--- src/rtl/i2c_target_burst.sv ---
// I2C target with register pointer, multi-byte word bursts, pointer auto-increment and repeated START.
// Optional SCL-low bus-hang recovery is built when I2C_TARGET_TIMEOUT_EN is defined.
module i2c_target_burst #(
   parameter int unsigned DATA_BYTES  = 2,
   parameter int unsigned REG_AW      = 5,
   parameter int unsigned TIMEOUT_CYC = 1024
) (
   input  logic                    CLK,
   input  logic                    RESET,
   input  logic                    SCL,
   input  logic                    SDA_OUT,
   input  logic                    SDA_OE,
   input  logic [6:0]              I2C_ADDR,
   input  logic [8*DATA_BYTES-1:0] RD_DATA,
   output logic                    SDA_IN,
   output logic [REG_AW-1:0]       reg_addr,
   output logic                    WR_STB,
   output logic [8*DATA_BYTES-1:0] WR_DATA,
   output logic                    BUSY
);
   localparam int unsigned DW  = 8 * DATA_BYTES;
   localparam int unsigned BCW = (DATA_BYTES > 1) ? $clog2(DATA_BYTES) : 1;
   localparam logic [BCW-1:0] LAST_BYTE = BCW'(DATA_BYTES - 1);

   typedef enum logic [3:0] {
      IDLE, ADDR, ADDR_ACK, PTR, PTR_ACK, WDATA, WDATA_ACK, RDATA, RDATA_ACK, IGNORE
   } state_t;

   state_t         state;
   logic           bus_sda;
   logic           scl_s1, scl_s2, scl_d;
   logic           sda_s1, sda_s2, sda_d;
   logic           scl_rise, scl_fall, start_det, stop_det;
   logic [3:0]     bit_cnt;
   logic [BCW-1:0] byte_cnt;
   logic [7:0]     sh;
   logic [DW-1:0]  word;
   logic [DW-1:0]  tx;
   logic           rnw;
   logic           ack_bit;
   logic           to_hit;

   assign bus_sda = SDA_OE ? SDA_OUT : 1'b1;

   always_ff @(posedge CLK or negedge RESET) begin
      if (!RESET) begin
         {scl_s1, scl_s2, scl_d} <= '1;
         {sda_s1, sda_s2, sda_d} <= '1;
      end else begin
         scl_s1 <= SCL;     scl_s2 <= scl_s1;  scl_d <= scl_s2;
         sda_s1 <= bus_sda; sda_s2 <= sda_s1;  sda_d <= sda_s2;
      end
   end

   assign scl_rise  =  scl_s2 & ~scl_d;
   assign scl_fall  = ~scl_s2 &  scl_d;
   assign start_det =  scl_s2 &  scl_d & sda_d & ~sda_s2;
   assign stop_det  =  scl_s2 &  scl_d & ~sda_d & sda_s2;

`ifdef I2C_TARGET_TIMEOUT_EN
   localparam int unsigned TW = $clog2(TIMEOUT_CYC + 1);
   logic [TW-1:0] to_cnt;

   always_ff @(posedge CLK or negedge RESET) begin
      if (!RESET)                to_cnt <= '0;
      else if (BUSY && !scl_s2)  to_cnt <= to_hit ? '0 : to_cnt + 1'b1;
      else                       to_cnt <= '0;
   end

   assign to_hit = BUSY && !scl_s2 && (to_cnt == TW'(TIMEOUT_CYC - 1));
`else
   assign to_hit = 1'b0;
`endif

   always_ff @(posedge CLK or negedge RESET) begin
      if (!RESET) begin
         state    <= IDLE;
         SDA_IN   <= 1'b1;
         reg_addr <= '0;
         WR_STB   <= 1'b0;
         WR_DATA  <= '0;
         BUSY     <= 1'b0;
         bit_cnt  <= '0;
         byte_cnt <= '0;
         sh       <= '0;
         word     <= '0;
         tx       <= '0;
         rnw      <= 1'b0;
         ack_bit  <= 1'b1;
      end else begin
         WR_STB <= 1'b0;
         if (WR_STB) reg_addr <= reg_addr + 1'b1;

         if (to_hit) begin
            state  <= IDLE;
            SDA_IN <= 1'b1;
            BUSY   <= 1'b0;
         end else if (start_det) begin
            state   <= ADDR;
            bit_cnt <= '0;
            SDA_IN  <= 1'b1;
         end else if (stop_det) begin
            state  <= IDLE;
            SDA_IN <= 1'b1;
            BUSY   <= 1'b0;
         end else if (scl_rise) begin
            case (state)
               ADDR, PTR, WDATA: begin
                  sh      <= {sh[6:0], sda_s2};
                  bit_cnt <= bit_cnt + 1'b1;
               end
               RDATA: bit_cnt <= bit_cnt + 1'b1;
               RDATA_ACK: begin
                  // Advance the pointer at the ACK sample so RD_DATA is settled for the reload on SCL fall
                  ack_bit <= sda_s2;
                  if (byte_cnt == LAST_BYTE) reg_addr <= reg_addr + 1'b1;
               end
               default: ;
            endcase
         end else if (scl_fall) begin
            case (state)
               ADDR: if (bit_cnt == 4'd8) begin
                  if (sh[7:1] == I2C_ADDR) begin
                     rnw    <= sh[0];
                     state  <= ADDR_ACK;
                     SDA_IN <= 1'b0;
                     BUSY   <= 1'b1;
                  end else begin
                     state <= IGNORE;
                     BUSY  <= 1'b0;
                  end
               end
               ADDR_ACK: begin
                  bit_cnt  <= '0;
                  byte_cnt <= '0;
                  if (rnw) begin
                     state  <= RDATA;
                     tx     <= RD_DATA;
                     SDA_IN <= RD_DATA[DW-1];
                  end else begin
                     state  <= PTR;
                     SDA_IN <= 1'b1;
                  end
               end
               PTR: if (bit_cnt == 4'd8) begin
                  reg_addr <= sh[REG_AW-1:0];
                  state    <= PTR_ACK;
                  SDA_IN   <= 1'b0;
               end
               PTR_ACK: begin
                  state    <= WDATA;
                  SDA_IN   <= 1'b1;
                  bit_cnt  <= '0;
                  byte_cnt <= '0;
               end
               WDATA: if (bit_cnt == 4'd8) begin
                  word   <= (word << 8) | DW'(sh);
                  state  <= WDATA_ACK;
                  SDA_IN <= 1'b0;
               end
               WDATA_ACK: begin
                  state   <= WDATA;
                  SDA_IN  <= 1'b1;
                  bit_cnt <= '0;
                  if (byte_cnt == LAST_BYTE) begin
                     WR_STB   <= 1'b1;
                     WR_DATA  <= word;
                     byte_cnt <= '0;
                  end else begin
                     byte_cnt <= byte_cnt + 1'b1;
                  end
               end
               RDATA: begin
                  tx <= tx << 1;
                  if (bit_cnt == 4'd8) begin
                     state   <= RDATA_ACK;
                     SDA_IN  <= 1'b1;
                     bit_cnt <= '0;
                  end else begin
                     SDA_IN <= tx[DW-2];
                  end
               end
               RDATA_ACK: begin
                  if (ack_bit) begin
                     state  <= IGNORE;
                     SDA_IN <= 1'b1;
                     BUSY   <= 1'b0;
                  end else if (byte_cnt == LAST_BYTE) begin
                     state    <= RDATA;
                     byte_cnt <= '0;
                     tx       <= RD_DATA;
                     SDA_IN   <= RD_DATA[DW-1];
                  end else begin
                     state    <= RDATA;
                     byte_cnt <= byte_cnt + 1'b1;
                     SDA_IN   <= tx[DW-1];
                  end
               end
               default: ;
            endcase
         end
      end
   end

endmodule

--- config.mk ---
export PLATFORM = sky130hd
export DESIGN_NAME = i2c_target_burst
export DESIGN_NICKNAME = d
export VERILOG_FILES = /design/src/rtl/i2c_target_burst.sv
export SDC_FILE = /design/constraint.sdc
export NUM_CORES = 1
export LEC_CHECK = 0
export ABC_CLOCK_PERIOD_IN_PS = 2150
export CAP_MARGIN = 0
export CELL_PAD_IN_SITES_DETAIL_PLACEMENT = 1
export CELL_PAD_IN_SITES_GLOBAL_PLACEMENT = 2
export CORE_MARGIN = 2
export CORE_UTILIZATION = 37
export CTS_CLUSTER_SIZE = 30
export DETAILED_ROUTE_END_ITERATION = 12
export PLACE_DENSITY_LB_ADDON = 0.2
export REMOVE_ABC_BUFFERS = 1
export SYNTH_ARGS = -nofsm -noshare
export SYNTH_HDL_FRONTEND = slang
export SYNTH_SLANG_ARGS = --single-unit
--- constraint.sdc ---
create_clock -name CLK -period 2.15 [get_ports CLK]
set_input_delay 0.43 -clock CLK [delete_from_list [all_inputs] [get_ports CLK]]
set_output_delay 0.43 -clock CLK [all_outputs]
set_load 0.01 [all_outputs]
==> key figures, run 1 <==
Clock tree
  – Clk_lat worst skew: 0.37 ns
  – Clk sinks: 81
  – Worst-path clk slew: 0.09 ns
  – Total CTS buffers: 9
  – CTS Hold Bufs: 0
  – CTS tree: yes
  – CTS max path bufs: 2
  – H-tree depth: 3
  – Clk root buf: clkbuf_8

Worst hold path
  – Worst min path class: input pin to asynchronous set/reset pin

Yosys
  – Share of flip-flops with an asynchronous set or reset: 100.0%
  – Post-Synthesis Cells: 360
  – Number of flops mapped to enable cells by yosys: 0
  – Distinct cell type count after synthesis: 61
  – Sequential area share after synthesis: 49.74%
  – #FFs+latches synth: 81
  – YS warnings: 0
  – Syn Area/Cell: 11.38 um2
  – Post-Syn Area: 4095 um2
  – Main synth FF type: dfrtp_1

Cells and area
  – Final #Nets: 463
  – Most common cell after layout, fill and taps aside: dfrtp_1
  – Cell Count, Final, Fillers Out: 573
  – Layout cells sized above 1: 23.09%
  – Antenna Cells: 0
  – Highest-count cells in the layout ignoring fill and taps: 73 x dfrtp_1, 50 x clkdlybuf4s50_1, 34 x nand2_1, 33 x mux2_2, 23 x o21ai_0
  – Layout Area Growth over Synthesis: 24.47%

Timing
  – Final slew viol count: 0
  – RSZ-0062 raised after global routing: false
  – Final Hold Slack: 0.02473 ns
  – Crit path time final: 1.984 ns
  – PnR worst setup slack: 0.1657 ns
  – Clock skew: 0.008760 ns
  – Fin crit share: 92.29%
  – F_max: 0.5040 GHz
  – Final hold viol count: 0
  – Rel. slew slack: 63.75%
  – Setup_tns: 0 ns
  – Tightest Pin Transition: 0.5391 ns
  – Final setup vio count: 0

Power and ir drop
  – Int Pwr: 3012 uW
  – Pwr Density: 930.4 nW/um2
  – Seq pwr share: 46.9%
  – Sw Share: 36.50%
  – Comb power frac: 31.2%
  – Design Power: 4743 uW
  – Net Sw Power: 1731 uW
  – P_leak: 0.002311 uW
  – Worst vdd ir: 0.6748 mV
  – Clk pwr share: 22.0%

Die
  – DIE HEIGHT: 109.2 um
  – Placement Rows: 38
  – Die width: 109.2 um
  – Initial Util: 37.78%
  – Full die area: 11930 um2
  – # IOs: 52
  – Core area: 10840 um2

Worst setup path
  – Critical Path Fanout Max: 11
  – Setup crit end kind: flip-flop
  – Worst Setup Start Kind: flip-flop
  – Reg2Reg Depth: 6
  – Reg-to-reg setup timing slack: 0.17 ns
  – Worst Path Arrival: 2.28 ns
  – WS Path Type: flip-flop to flip-flop
  – Worst EP required: 2.45 ns

Detailed routing
  – Pre-antenna DRT Iters: 4
  – DR vias/cell: 5.215
  – Antenna violation net count after detailed routing: 0
  – Initial drt markers: 90
  – Wire per inst: 17.81 um
  – Vias: 2988
  – Residual DRC count: 0
  – Final WL: 10210 um

GRT
  – Initial antenna violation count: 0
  – Total overflow reported by the global router: 0
  – First-pass GRT wire length: 17290 um
  – Vias in the first global route: 3271
  – Largest net degree at the start of global routing: 45
  – Gr usage total: 18.99%

Flow run
  – Max-Cap Viols: 0

Status
  – Status: finished clean

Place
  – Cells after DPL: 557
  – IO Port Bufs: 51
  – GP Congestion: 0.8379
  – Place WS: -0.06914 ns
  – Post-DP HPWL: 7434 um
cell usage after synthesis (3+ instances only):
master,number,area [um2]
mux2i_1,18,180.2
buf_2,11,55.05
o21ai_1,3,15.01
o21ai_0,23,115.1
mux2_2,33,371.6
nor2_1,15,56.30
o22ai_1,3,18.77
mux2_1,10,112.6
xor2_1,5,43.79
nand2b_1,4,25.02
inv_1,8,30.03
nand4_1,4,25.02
nor3_1,5,25.02
xnor2_1,11,96.34
o31ai_1,4,30.03
a211oi_1,3,22.52
nand3_1,9,45.04
a21oi_1,9,45.04
ha_1,7,87.58
clkbuf_1,4,15.01
dfrtp_1,73,1827
buf_4,3,22.52
nand4b_1,3,26.28
dfstp_2,8,210.2
nand3b_1,5,37.54
nand2_1,34,127.6
power by group through the flow:
stage	Clock, uW	Combinational [uW]	Sequential, uW
floorplan	0	838	2210
global placement	0	1440	2250
detailed placement	0	1490	2250
CTS	1080	1500	2220
global route	1160	1630	2280
finish	1040	1480	2220
kinds of logic (layout without fill, tap and decap cells):
logic type,Yosys count,count (layout),synth area share (%)
AOI/OAI and AO/OA,67,67,10.85
xor gates and xnor gates,16,16,3.422
adders and majority gates,7,7,2.139
buffers and inverters,27,100,3.269
DFF,81,81,49.74
muxes,61,61,16.22
and+or+nand+nor,101,101,14.36
state kept, by name (all words and copies together), names as in the netlist:
register / cells
sda_d: 1
BUSY: 1
rnw: 1
sh: 8
tx: 16
SDA_IN: 1
state: 4
reg_addr: 5
sda_s1: 1
WR_DATA: 16
word: 16
bit_cnt: 4
WR_STB: 1
scl_s2: 1
scl_d: 1
sda_s2: 1
ack_bit: 1
byte_cnt: 1
scl_s1: 1
final timing paths:
path / endpoint / from
worst max-delay path: state[3]$_DFFE_PN0P_ / state[3]$_DFFE_PN0P_
worst min-delay path: reg_addr[2]$_DFF_PN0_ / RESET
worst max register to register: state[3]$_DFFE_PN0P_ / state[3]$_DFFE_PN0P_
worst min register to register: sda_s2$_DFF_PN1_ / sda_s1$_DFF_PN1_
max in group asynchronous: sda_s1$_DFF_PN1_ / RESET
min in group CLK: sda_s2$_DFF_PN1_ / sda_s1$_DFF_PN1_
critical path: stages, from the launching register on:
cell and delay [ns]:
dfrtp_1 0.56, or4b_4 0.57, o21ai_2 0.11, nor3_1 0.06
buf_4 0.15, a311o_1 0.31, a21oi_1 0.14
through the flow:
| stage | utilization [%] | cell area, um2 |
|---|---|---|
| final | 47.02 | 5097 |
| after detailed placement | 45.37 | 4918 |
| after global placement | 45.37 | 4918 |
| after floorplan | - | 3991 |
| after global routing | 47.02 | 5097 |
| after CTS | 47.00 | 5095 |
layout make-up:
cell class | instances | area, um2
clock buffer | 10 | 127.6
fill | 1157 | 5743
sequential | 81 | 2037
timing repair buffer | 76 | 745.7
inverter | 8 | 30.03
tap | 140 | 175.2
clock inverter | 6 | 48.80
multi-input combinational | 252 | 1933
routing by layer:
layer  vias up  global-route usage, %  routed length, um
met5         -                      0                  0
met4         0                  7.414                234
met3        18                  4.304                345
li1       1433                      -                  -
met2        44                  30.21               4794
met1      1493                  25.16               4830
repair_timing:
action	4_1_cts	5_1_grt
gates resized for setup	0	2
buffers inserted	0	0
endpoints found under the setup margin	0	11
Note: power is estimated with default switching activity, not from simulation.
==> inputs of run 2 (changes only) <==
--- a/config.mk
+++ b/config.mk
@@ -9,11 +9,13 @@
 export CAP_MARGIN = 0
 export CELL_PAD_IN_SITES_DETAIL_PLACEMENT = 1
 export CELL_PAD_IN_SITES_GLOBAL_PLACEMENT = 2
+export CORE_ASPECT_RATIO = 1.4
 export CORE_MARGIN = 2
 export CORE_UTILIZATION = 37
 export CTS_CLUSTER_SIZE = 30
 export DETAILED_ROUTE_END_ITERATION = 12
-export PLACE_DENSITY_LB_ADDON = 0.2
+export MAX_ROUTING_LAYER = met4
+export PLACE_DENSITY_LB_ADDON = 0.1
 export REMOVE_ABC_BUFFERS = 1
 export SYNTH_ARGS = -nofsm -noshare
 export SYNTH_HDL_FRONTEND = slang
==> key figures, run 2 (synthesis gave the netlist of run 1 again) <==
Power and ir drop
  – Worst vdd ir: 0.4614 mV
  – Design Power: 5309 uW
  – P_leak: 0.002401 uW
  – Pwr Density: 1009 nW/um2

Worst setup path
  – Reg-to-reg setup timing slack: 0.15 ns
  – Worst EP required: 2.41 ns
  – Crit Reg-Reg Endpoint: BUSY$_DFFE_PN0P_
  – WS Path Type: flip-flop to flip-flop
  – Setup crit end kind: flip-flop
  – Reg2Reg Depth: 6
  – Worst Path Arrival: 2.27 ns
  – Critical Path Fanout Max: 7
  – Worst Setup Start Kind: flip-flop
  – Critical R2R Launch: scl_d$_DFF_PN1_

Detailed routing
  – DR vias/cell: 5.267
  – Antenna violation net count after detailed routing: 0
  – Initial drt markers: 160
  – Residual DRC count: 0
  – Wire per inst: 17.75 um
  – Final WL: 10310 um
  – Vias: 3060
  – Pre-antenna DRT Iters: 4

Die
  – Full die area: 11940 um2
  – Placement Rows: 45
  – Die width: 92.92 um
  – Initial Util: 37.88%
  – Core area: 10810 um2
  – # IOs: 52
  – DIE HEIGHT: 128.5 um

Timing
  – Final hold viol count: 0
  – RSZ-0062 raised after global routing: false
  – Final Hold Slack: 0.3570 ns
  – Rel. slew slack: 67.18%
  – F_max: 0.4989 GHz
  – Crit path time final: 2.004 ns
  – Final setup vio count: 0
  – Fin crit share: 93.22%
  – PnR worst setup slack: 0.1457 ns
  – Tightest Pin Transition: 0.4902 ns
  – Setup_tns: 0 ns
  – Clock skew: 0.008325 ns
  – Final slew viol count: 0

Cells and area
  – Utilization after layout: 48.68%
  – Filler instances: 1178
  – Biggest regs: WR_DATA x16, tx x16, word x16
  – Most common cell after layout, fill and taps aside: dfrtp_1
  – Layout cells sized above 1: 24.55%
  – Final #Nets: 470
  – Layout Area Growth over Synthesis: 28.51%
  – Highest-count cells in the layout ignoring fill and taps: 73 x dfrtp_1, 50 x clkdlybuf4s50_1, 34 x nand2_1, 33 x mux2_2, 30 x buf_4
  – Antenna Cells: 0

Clock tree
  – Clk sinks: 81
  – Postcts setup bufs: 0
  – CTS tree: yes
  – Total CTS buffers: 9
  – Clk root buf: clkbuf_16
  – CTS max path bufs: 2
  – Worst-path clk slew: 0.06 ns
  – Clk_lat worst skew: 0.34 ns
  – H-tree depth: 3

Status
  – Status: finished clean

Place
  – IO Port Bufs: 51
  – GP Congestion: 0.8271
  – Place WS: -0.07095 ns
  – Post-DP HPWL: 7679 um

Worst hold path
  – Min-Delay Endpoint: sda_s2$_DFF_PN1_
  – Hold Crit Depth: 0
  – Worst Min Path Start: sda_s1$_DFF_PN1_
  – Worst min path class: flip-flop to flip-flop

GRT
  – Gr usage total: 19.42%
  – Largest net degree at the start of global routing: 40
  – First-pass GRT wire length: 17320 um
  – Initial antenna violation count: 0
  – Total overflow reported by the global router: 0
  – Vias in the first global route: 3302

Flow run
  – Max-Cap Viols: 0
[run 2: changes by cell type in the layout (fill, tap and decap cells not counted), sizes merged]
cell | previous run | this run
bufinv | 0 | 1
dlygate4sd3 | 0 | 1
buf | 26 | 32
clkinvlp | 2 | 0
clkbuf | 10 | 9
clkinv | 1 | 3
[run 2: worst max-delay path by stage]
stage	start	endpoint	slack [ns]	depth (start not counted)
after global routing	bit_cnt[0]$_DFFE_PN0P_	reg_addr[2]$_DFF_PN0_	0.05	7
final	scl_d$_DFF_PN1_	BUSY$_DFFE_PN0P_	0.15	6
after floorplan	state[3]$_DFFE_PN0P_	tx[0]$_DFFE_PN0P_	-0.82	4
after detailed placement	I2C_ADDR[3]	BUSY$_DFFE_PN0P_	-0.07	6
after CTS	scl_d$_DFF_PN1_	bit_cnt[2]$_DFFE_PN0P_	0.12	6
after global placement	I2C_ADDR[3]	BUSY$_DFFE_PN0P_	-0.03	6
[run 2: repair_timing]
item                                   in CTS  in global routing
setup endpoints to repair                   0                  1
hold buffers                                1                  0
endpoints found under the hold margin      17                  0
gates resized for setup                     0                  2
[run 2: cell type report]
type                            instances  area [um2]  share of cell area [%]
Clock buffer                            9       225.2                   4.280
Clock inverter                          7       77.57                   1.474
Inverter                                8       30.03                  0.5706
Tap cell                              141       176.4                   3.352
Sequential cell                        81        2037                   38.71
Timing Repair Buffer                   83       775.7                   14.74
Multi-Input combinational cell        252        1941                   36.88
[run 2: per-stage QoR]
stage          std cells  area [um2]
2_1_floorplan        341        3991
4_1_cts              581        5253
6_report             581        5263
5_1_grt              581        5263
3_3_place_gp         564        4940
3_5_place_dp         564        4940
[run 2: layer usage]
metal / vias to the layer above / share of wire [%] / GRT usage (%)
met2: 46 / 51 / 32.23
met3: 17 / 2.5 / 2.927
met1: 1544 / 44 / 23.33
met5: - / 0 / -
li1: 1453 / - / -
met4: 0 / 2.7 / 8.824
[run 2: critical path, stage by stage (launching register included)]
cell,delay [ns]
dfstp_2,0.56
inv_1,0.05
ha_1,0.29
nor2b_1,0.19
nand2_1,0.13
or4_1,0.53
a21oi_1,0.18
[run 2: power breakdown]
part	total, uW	internal, uW	switching, uW	leakage, uW
clock	1580	914	664	0.000152
combinational	1530	772	762	0.00126
sequential	2200	1830	371	0.000991
